--- config.mk ---
export PLATFORM = sky130hd
export DESIGN_NAME = icache_fifo_reader
export DESIGN_NICKNAME = d
export VERILOG_FILES = /design/src/rtl/icache_fifo_reader.sv
export SDC_FILE = /design/constraint.sdc
export NUM_CORES = 1
export LEC_CHECK = 0
export ABC_CLOCK_PERIOD_IN_PS = 5600
export CORE_MARGIN = 8
export CORE_UTILIZATION = 43
export DETAILED_ROUTE_END_ITERATION = 6
export GPL_TIMING_DRIVEN = 0
export PLACE_DENSITY = 0.83
export SYNTH_ARGS = -nofsm -noshare
export SYNTH_HDL_FRONTEND = slang
export SYNTH_SLANG_ARGS = --single-unit
--- constraint.sdc ---
create_clock -name clk -period 5.6 [get_ports clk]
set_clock_uncertainty 0.2 [all_clocks]
set_input_delay 0.84 -clock clk [delete_from_list [all_inputs] [get_ports clk]]
set_output_delay 0.84 -clock clk [all_outputs]
set_load 0.01 [all_outputs]
--- src/rtl/icache_fifo_reader.sv ---
// Read-side drain engine for icache_fifo: pops words into a head/skid output buffer
// and presents them as a registered valid/ready stream, with a flush that drains the FIFO.
module icache_fifo_reader #(
  parameter int unsigned FIFO_WIDTH = 32,
  parameter int unsigned CNT_WIDTH  = 16
) (
  input  logic                  clk,
  input  logic                  rst,
  input  logic [FIFO_WIDTH-1:0] fifo_rdata,
  input  logic                  fifo_empty,
  output logic                  fifo_rd,
  output logic                  out_valid,
  input  logic                  out_ready,
  output logic [FIFO_WIDTH-1:0] out_data,
  input  logic                  flush,
  output logic                  flush_busy,
  output logic [CNT_WIDTH-1:0]  beat_cnt
);

  typedef enum logic {RUN, FLUSH} state_t;

  state_t                state, state_next;
  logic [1:0]            occ, occ_next;
  logic [FIFO_WIDTH-1:0] head, head_next;
  logic [FIFO_WIDTH-1:0] skid, skid_next;
  logic [CNT_WIDTH-1:0]  cnt, cnt_next;
  logic                  deq;

  assign out_valid  = (occ != 2'd0);
  assign out_data   = head;
  assign flush_busy = (state == FLUSH);
  assign beat_cnt   = cnt;
  assign deq        = out_valid & out_ready;

  // Pop decision uses only registered occupancy, never out_ready, to keep the
  // consumer's ready off the FIFO's read timing path.
  assign fifo_rd = ~rst & ~fifo_empty &
                   (flush | (state == FLUSH) | ((state == RUN) & (occ != 2'd2)));

  always_ff @(posedge clk or posedge rst) begin
    if (rst) begin
      state <= RUN;
      occ   <= 2'd0;
      head  <= '0;
      skid  <= '0;
      cnt   <= '0;
    end else begin
      state <= state_next;
      occ   <= occ_next;
      head  <= head_next;
      skid  <= skid_next;
      cnt   <= cnt_next;
    end
  end

  always_comb begin
    state_next = state;
    occ_next   = occ;
    head_next  = head;
    skid_next  = skid;
    cnt_next   = deq ? cnt + CNT_WIDTH'(1) : cnt;
    case (state)
      RUN: begin
        if (flush) begin
          state_next = FLUSH;
          occ_next   = 2'd0;
        end else begin
          case (occ)
            2'd0: begin
              if (fifo_rd) begin
                head_next = fifo_rdata;
                occ_next  = 2'd1;
              end
            end
            2'd1: begin
              if (fifo_rd && deq) begin
                head_next = fifo_rdata;
              end else if (fifo_rd) begin
                skid_next = fifo_rdata;
                occ_next  = 2'd2;
              end else if (deq) begin
                occ_next  = 2'd0;
              end
            end
            2'd2: begin
              if (deq) begin
                head_next = skid;
                occ_next  = 2'd1;
              end
            end
            default: occ_next = 2'd0;
          endcase
        end
      end
      FLUSH: begin
        if (fifo_empty) state_next = RUN;
      end
      default: state_next = RUN;
    endcase
  end

endmodule

==> results.md, run 1 <==
- The number of detailed-route iterations in the first pass is 4.
- The slowest stage of the critical path is the clkdlybuf4s50_1 cell.
- The total length of routed wires is between 8000 and 9000 um.
- The number of global-route vias before repair was approximately 2900.
- The mean number of vias per cell is approximately 5.4.
- The worst flop-to-flop path startpoint is occ[0].
- The Yosys step of the flow raised 0 warnings.
- The remaining design rule violation count is 0.
- The count of unique library cells instantiated by Yosys is 32.
- The max-slew headroom at the worst pin is roughly 52%.
- The final estimated routing congestion in global placement is approximately 0.74.
- The critical path buffer and inverter count is 2.
- The initialized floorplan defines 33 standard-cell rows.
- The nature of the critical path startpoint is an input pin.
- The detailed router placed ~2700 vias in this run.
- The number of placed instances, taps included, is 490.
- The number of primary I/O pins is ~90.
- Setup violations remaining at the end of the flow were counted as 0.
- For this run, the slowest stage of the critical path takes roughly 0.57 ns.
- The number of CTS-inserted buffers is 9.
- The tree is rooted in a clkbuf_8.
- The signal on the critical path passes through clkdlybuf4s50_1 -> nor2_1 -> o31a_1 -> clkdlybuf4s50_1.
- The clock tree from TritonCTS is yes.
- The number of antenna violations at the first check in global routing was 0.
- The initial cell density of the core is 44.4%.
- Gates resized during post-CTS repair numbered 0.
- The maximum clock rate is between 200 and 300 MHz.
- The number of hold violations in the final report is 0.
- The first-pass GRT wire length is 14400 um.
- The post-synthesis to final-layout area growth is 35.1%.
- After clock tree synthesis, the clock-pin slew on the worst setup and hold paths is about 0.08 ns.
- The finished layout holds about 510 standard cells, fillers aside.
- CTS built an H-tree with a depth of 3.
- For this design, the CTS-stage hold fixing added 0 buffers.
- The net count of the finished layout is ~430.
- The latest clock arrival within the worst-skew pair is between 0.3 and 0.4 ns.
- The run finished with clean final reports.
- For this run, the total global-route usage over all layers was measured as between 15 and 20%.
- Setup repair after global routing left no endpoint under its margin.
- The tightest min-delay check is of the flop to flop type.
- The count of input and output buffers is slightly below 90.
- The total die area is between 10000 and 15000 sq um.
- For the pin with the worst max-slew slack, the measured transition is ~0.71 ns.
- For this run, the register share of the synthesized area comes to a little under three fifths.
- After routing, the total negative slack on setup checks comes to 0 ns.
- Across the VDD grid, the largest voltage drop is between 0.2 and 0.25 mV.
- The number of setup buffers added after CTS is 0.
- The count of antenna diodes in the layout is 0.
- At the worst endpoint, the required time is between 4 and 5 ns.
- The element type at the critical path end is a primary output.
- The number of max-slew violations in the final report is 0.
- The largest fanout on the critical path is 5.
- The worst path uses between 60% and 70% of the clock period.
- Max-cap violations in this run came to 0.
- The net count of the mapped netlist is 335.
- The analysis attributes to cell leakage a power of between 0.002 and 0.0025 uW.
- The cell type with the highest occurrence count on the critical path is clkdlybuf4s50_1.
- The standard cell core area is ~8200 sq um.
- The clock period minus worst slack is around 3.4 ns.
- The routed wirelength normalized by instance count is approximately 17 um.
- The clock passes through at most 2 buffers.
- The mapped netlist covers ~3600 sq um.
- The post-placement setup slack is 2.16 ns.
- In this run the remaining antenna-violating nets after routing total 0.
- In this run, synthesis produced a sequential element count of 83.
- The setup path with the least slack is of type input pin to primary output.
- The critical path's top delay family is buffers and inverters.
- The largest net degree at the start of global routing is 65.
- The wire-length estimate of the detail-placed layout is about 6400 um.
- The total number of clock tree sinks is just over 80.
- The die is 108 um wide.
- The smallest setup slack after layout is between 2 and 2.5 ns.
- The die is 108 um tall.
- Synthesis produced a netlist whose cell count is ~300.
- Data arrives at the worst endpoint at 2.40 ns.
- Averaged over all synthesized cells, the footprint is 12.3 sq um.
- The layout has ~700 filler cells.
- In the final layout, the share of cells above drive strength 1 is between 10% and 20%.
- The critical path starts at rst.
- In this run the most critical hold path is launched from beat_cnt[15].
- Summed over all layers, the global routing overflow is 0.
- In this run the power density over the cells is between 400 and 500 nW/um^2.
- The number of DRC markers in iteration 0 is 62.
## cells in the mapped netlist
cell	n	share of area, %
o41ai_4	1	0.75
mux2i_1	32	8.8
xor2_1	4	0.96
or3_1	1	0.17
xnor2_1	11	2.6
a31oi_1	32	5.5
buf_2	11	1.5
or2_2	2	0.34
nand2_1	8	0.82
o21ai_0	3	0.41
o211ai_1	1	0.21
nand3_1	5	0.69
nand4_1	2	0.34
nor4_1	2	0.34
nand4b_1	1	0.24
a21oi_1	33	4.5
clkbuf_1	11	1.1
nand3b_1	1	0.21
mux2_2	33	10
dfrtp_1	83	57
ha_1	1	0.34
and3_1	2	0.34
nor2b_2	1	0.24
a32oi_1	1	0.24
o21ai_2	1	0.24
inv_1	2	0.21
nor3_1	1	0.14
nand2b_1	1	0.17
o21a_1	1	0.21
and4_1	1	0.24
nor2_1	7	0.72
o31a_1	1	0.24
## layer usage
metal | part of all wire (%) | track usage [%] | up-vias | wire [um]
met1 | 41 | 18.4 | 1355 | 3550
met2 | 52 | 26.7 | 67 | 4520
met3 | 6.4 | 3.81 | 9 | 561
met4 | 1.0 | 4.66 | 0 | 87
met5 | 0 | 0 | - | 0
li1 | - | - | 1291 | -
## area by class of cell
type | count | area [sq um] | share of cell area (%)
buffer | 22 | 96.3 | 1.95
clock buffer | 10 | 138 | 2.79
clock inverter | 6 | 111 | 2.26
inverter | 2 | 10.0 | 0.203
multi-input combinational | 190 | 1470 | 29.8
sequential | 83 | 2080 | 42.1
tap | 105 | 131 | 2.66
timing repair buffer | 88 | 898 | 18.2
## worst paths after layout
check | endpoint | slack, ns | cells past startpoint
max in group asynchronous | skid[30] | 3.82 | 3
max reg2reg | out_data[23] | 3.45 | 5
max | fifo_rd | 2.16 | 4
min | beat_cnt[15] | 0.29 | 1
min in group asynchronous | out_data[6] | 0.79 | 2
min reg2reg | beat_cnt[15] | 0.29 | 1
## power breakdown
group	total, uW	switching (uW)	internal (uW)
registers	880	110	769
clock network	523	213	309
logic	609	258	351
## logic make-up (layout without fill, tap and decap cells)
kind of cell	count (synthesis)	after routing	share of synthesized area, %
DFF	83	83	56.9
AOI/OAI and AO/OA	74	74	12.3
muxes	65	65	19.0
and+or+nand+nor	35	35	5.01
xor gates and xnor gates	15	15	3.60
buffers and inverters	24	128	2.85
adders and majority gates	1	1	0.343
## cells in the final DEF, fill, tap and decap left out, types with 2 or more instances in the layout
cell             instances
o21ai_0                  3
xor2_1                   4
nand2_1                  8
dfrtp_1                 83
xnor2_1                 11
clkbuf_1                11
or2_2                    2
nand3_1                  5
clkdlybuf4s50_1         87
nand4_1                  2
a21oi_1                 33
nor4_1                   2
a31oi_1                 32
buf_2                   11
mux2_2                  33
nor2_1                   7
clkbuf_8                10
bufinv_16                3
mux2i_1                 32
and3_1                   2
## sequential cells by signal, summed over array words and instances (netlist names)
signal and count:
out_data 32, skid 32, beat_cnt 16, occ 2
flush_busy 1
## worst register-to-register path, delay by kind of cell (launching register included)
kind	cells	cell delay [ns]
compound gates	2	0.62
buf+inv	2	0.64
flops	1	0.36
simple gates	1	0.19
## stage by stage
step                      utilization (%)  instance area, sq um  power [uW]  hold slack (ns)
after detailed placement             57.0                  4680        1510            0.273
after global placement               56.6                  4650        1480            0.259
after global routing                 60.0                  4930        2120            0.309
final                                60.0                  4930        2010            0.286
after floorplan                         -                  3650        1150            0.279
after CTS                            60.0                  4930        2040            0.285
No activity file was read; power rests on OpenSTA's default activity.
==> run 2: changes to the inputs <==
- ABC_CLOCK_PERIOD_IN_PS: 5600 -> 3100
- PLACE_DENSITY: 0.83 -> 0.86
- clock period: 5.6 -> 3.1 ns (I/O delays scaled with it)
==> results.md, run 2 (synthesis gave the netlist of run 1 again) <==
- The number of primary I/O pins is 88 (unchanged).
- The number of CTS-inserted buffers is 9 (unchanged).
- The final total negative setup slack came to 0 ns (unchanged).
- The clock tree from TritonCTS is yes (unchanged).
- The proportion of layout cells with a drive suffix above 1 is 16.3% (was 16.7%).
- The total vias in the final route is 2714 (was 2722).
- The first-pass GRT wire length came to 14400 um (about the same).
- The total number of nets in the final design came to 433 (was 434).
- The buffer count from post-CTS setup fixing is 0 (unchanged).
- The final-layout fill cell count is 731 (was 684).
- Setup repair after global routing missed its margin: no (unchanged).
- The number of DRC markers in iteration 0 is 119 (was 62).
- The final estimated routing congestion in global placement is 0.729 (was 0.738).
- The critical path buffer and inverter count came to 3 (was 2).
- The count of input and output buffers is 87 (unchanged).
- The standard cell core area was 8220 sq um (unchanged).
- The number of global-route vias before repair came to 2916 (was 2898).
- The total number of clock tree sinks is 83 (unchanged).
- The number of instances on the worst hold path is 1 (unchanged).
- The element type at the critical path end is a primary output (unchanged).
- The maximum buffer depth of the clock tree came to 2 (unchanged).
- The power density of the placed cells came to 732 nW/um^2 (was 408 nW/um^2).
- The mean number of vias per cell is 5.38 (about the same).
- The all-layer global routing usage is 15.6% (was 15.4%).
- The arrival time at the worst endpoint is 2.19 ns (was 2.40 ns).
- The nature of the critical path startpoint is a flop (was input pin).
- The sequential cell area is 2080 sq um (unchanged).
- The post-placement setup slack is 0.393 ns (was 2.16 ns).
- Result of the run: completed (unchanged).
- The post-synthesis to final-layout area growth is 34.6% (was 35.1%).
- The floorplan die height is 108 um (unchanged).
- The clock period minus worst slack is between 2 and 3 ns.
- The slowest stage cell on the critical path was clkdlybuf4s50_1 (unchanged).
- The smallest setup slack after layout was 0.243 ns (was 2.16 ns).
- The total die area came to 11700 sq um (unchanged).
- The die width is 108 um (unchanged).
- The required time reported for the critical path endpoint is 2.43 ns (was 4.56 ns).
- The most common cell after layout, fill and taps aside is clkdlybuf4s50_1 (unchanged).
- The type of the worst setup path is flop to primary output (was input pin to primary output).
- The total length of routed wires is 8780 um (was 8710 um).
- The worst flop-to-flop path startpoint is occ[0] (unchanged).
- The number of hold violations in the final report is 0 (unchanged).
- The largest fanout on the critical path is 10 (was 5).
- The count of antenna diodes in the layout is 0 (unchanged).
- The number of max-slew violations in the final report is 0 (unchanged).
- The initial cell density of the core came to 44.4% (unchanged).
- The largest net degree at the start of global routing is 62 (was 65).
- The row count was 33 (unchanged).
- The reg-to-reg setup timing slack is 0.93 ns (was 3.45 ns).
- The estimated wirelength of the detail-placed design is 6330 um (was 6400 um).
- The max-slew headroom at the worst pin came to 51.5% (was 52.4%).
- The count of H-tree levels built during CTS came to 3 (unchanged).
- The latest clock arrival within the worst-skew pair came to 0.34 ns (about the same).
- The number of antenna violations at the first check in global routing was 0 (unchanged).
- The number of max-capacitance violations reported is 0 (unchanged).
- The destination of the worst hold path is beat_cnt[15] (unchanged).
- The number of detailed-route iterations in the first pass came to 4 (unchanged).
- The area taken by multi-input logic gates is 1470 sq um (unchanged).
- The remaining design rule violation count was 0 (unchanged).
- The remaining antenna violation count after routing was 0 (unchanged).
- The maximum vdd drop is 0.434 mV (was 0.223 mV).
- The depth of the worst register-to-register path is 5 (unchanged).
- The worst flop-to-flop path endpoint is out_data[16] (was out_data[23]).
- Based on the critical path, the design can be clocked at up to roughly 350 MHz.
- The cell leakage power is 0.00230 uW (was 0.00231 uW).
- Worst path cell trace: buf_2 -> nand2b_1 -> clkbuf_4 -> o31a_1 -> clkdlybuf4s50_1 (was clkdlybuf4s50_1 -> nor2_1 -> o31a_1 -> clkdlybuf4s50_1).
- After layout, the worst path uses 92.2% of the clock period.
- The measured slew at the worst slew-check pin is 0.721 ns (was 0.708 ns).
- The routed wirelength normalized by instance count is 17.4 um (was 17.2 um).
- The hold-fix buffer count after cts was 0 (unchanged).
- The largest stage delay on the critical path is 0.48 ns (was 0.57 ns).
- The clock root buffer master is clkbuf_8 (unchanged).
- The critical path's top delay family is buffers and inverters (unchanged).
- Leading cell types in the layout, fill and taps excluded: 87 x clkdlybuf4s50_1, 83 x dfrtp_1, 33 x a21oi_1, 33 x mux2_2 (unchanged).
- The number of endpoints failing setup at the final stage was 0 (unchanged).
- The final global-route overflow total is 0 (unchanged).
- The class of the tightest hold or removal check is flop to flop (unchanged).
- The launch point of the worst hold path is beat_cnt[15] (unchanged).
- The clock input transition at the sequential cells of the worst setup and hold paths is 0.08 ns (about the same).
[run 2: where the power goes]
group          total [uW]  switching (uW)  leakage (uW)  internal (uW)
sequential           1580             194       0.00103           1390
clock                 906             376      0.000112            530
combinational        1100             468       0.00116            635
total                3590            1040       0.00230           2550
[run 2: routing by layer]
metal	vias up	wire length (um)	global-route usage (%)
met4	0	122	6.34
met2	81	4420	26.5
met3	10	596	4.28
met1	1338	3640	18.3
met5	-	0	0
li1	1285	-	-
[run 2: final cells by class]
| type | instances | share of cell area (%) |
|---|---|---|
| sequential | 83 | 42.3 |
| multi-input combinational | 190 | 29.9 |
| timing repair buffer | 88 | 18.3 |
| tap | 105 | 2.68 |
| clock buffer | 10 | 2.60 |
| clock inverter | 5 | 2.09 |
| buffer | 21 | 1.94 |
| inverter | 2 | 0.204 |
[run 2: worst max-delay path by stage]
stage,start,end,slack (ns),cells past startpoint
4_1_cts,occ[0],fifo_rd,0.07,6
3_3_place_gp,rst,out_data[26],-1.14,2
2_1_floorplan,rst,beat_cnt[0],0.30,1
3_5_place_dp,rst,skid[1],0.39,5
5_1_grt,occ[1],fifo_rd,0.13,5
6_report,occ[0],fifo_rd,0.24,5
[run 2: repair_timing]
| action | CTS | global route |
|---|---|---|
| endpoints found under the hold margin | 0 | 0 |
| endpoints found under the setup margin | 0 | 1 |
| gates resized for setup | 0 | 1 |
[run 2: per-stage QoR]
stage                     instance area (sq um)  instances  power, uW  utilization (%)  hold slack [ns]
after floorplan                            3650        297       2090                -            0.279
after global routing                       4910        504       3790             59.8            0.311
after global placement                     4650        489       2670             56.6            0.260
after detailed placement                   4680        490       2720             57.0            0.266
final                                      4910        504       3590             59.8            0.282
after CTS                                  4910        505       3640             59.8            0.281
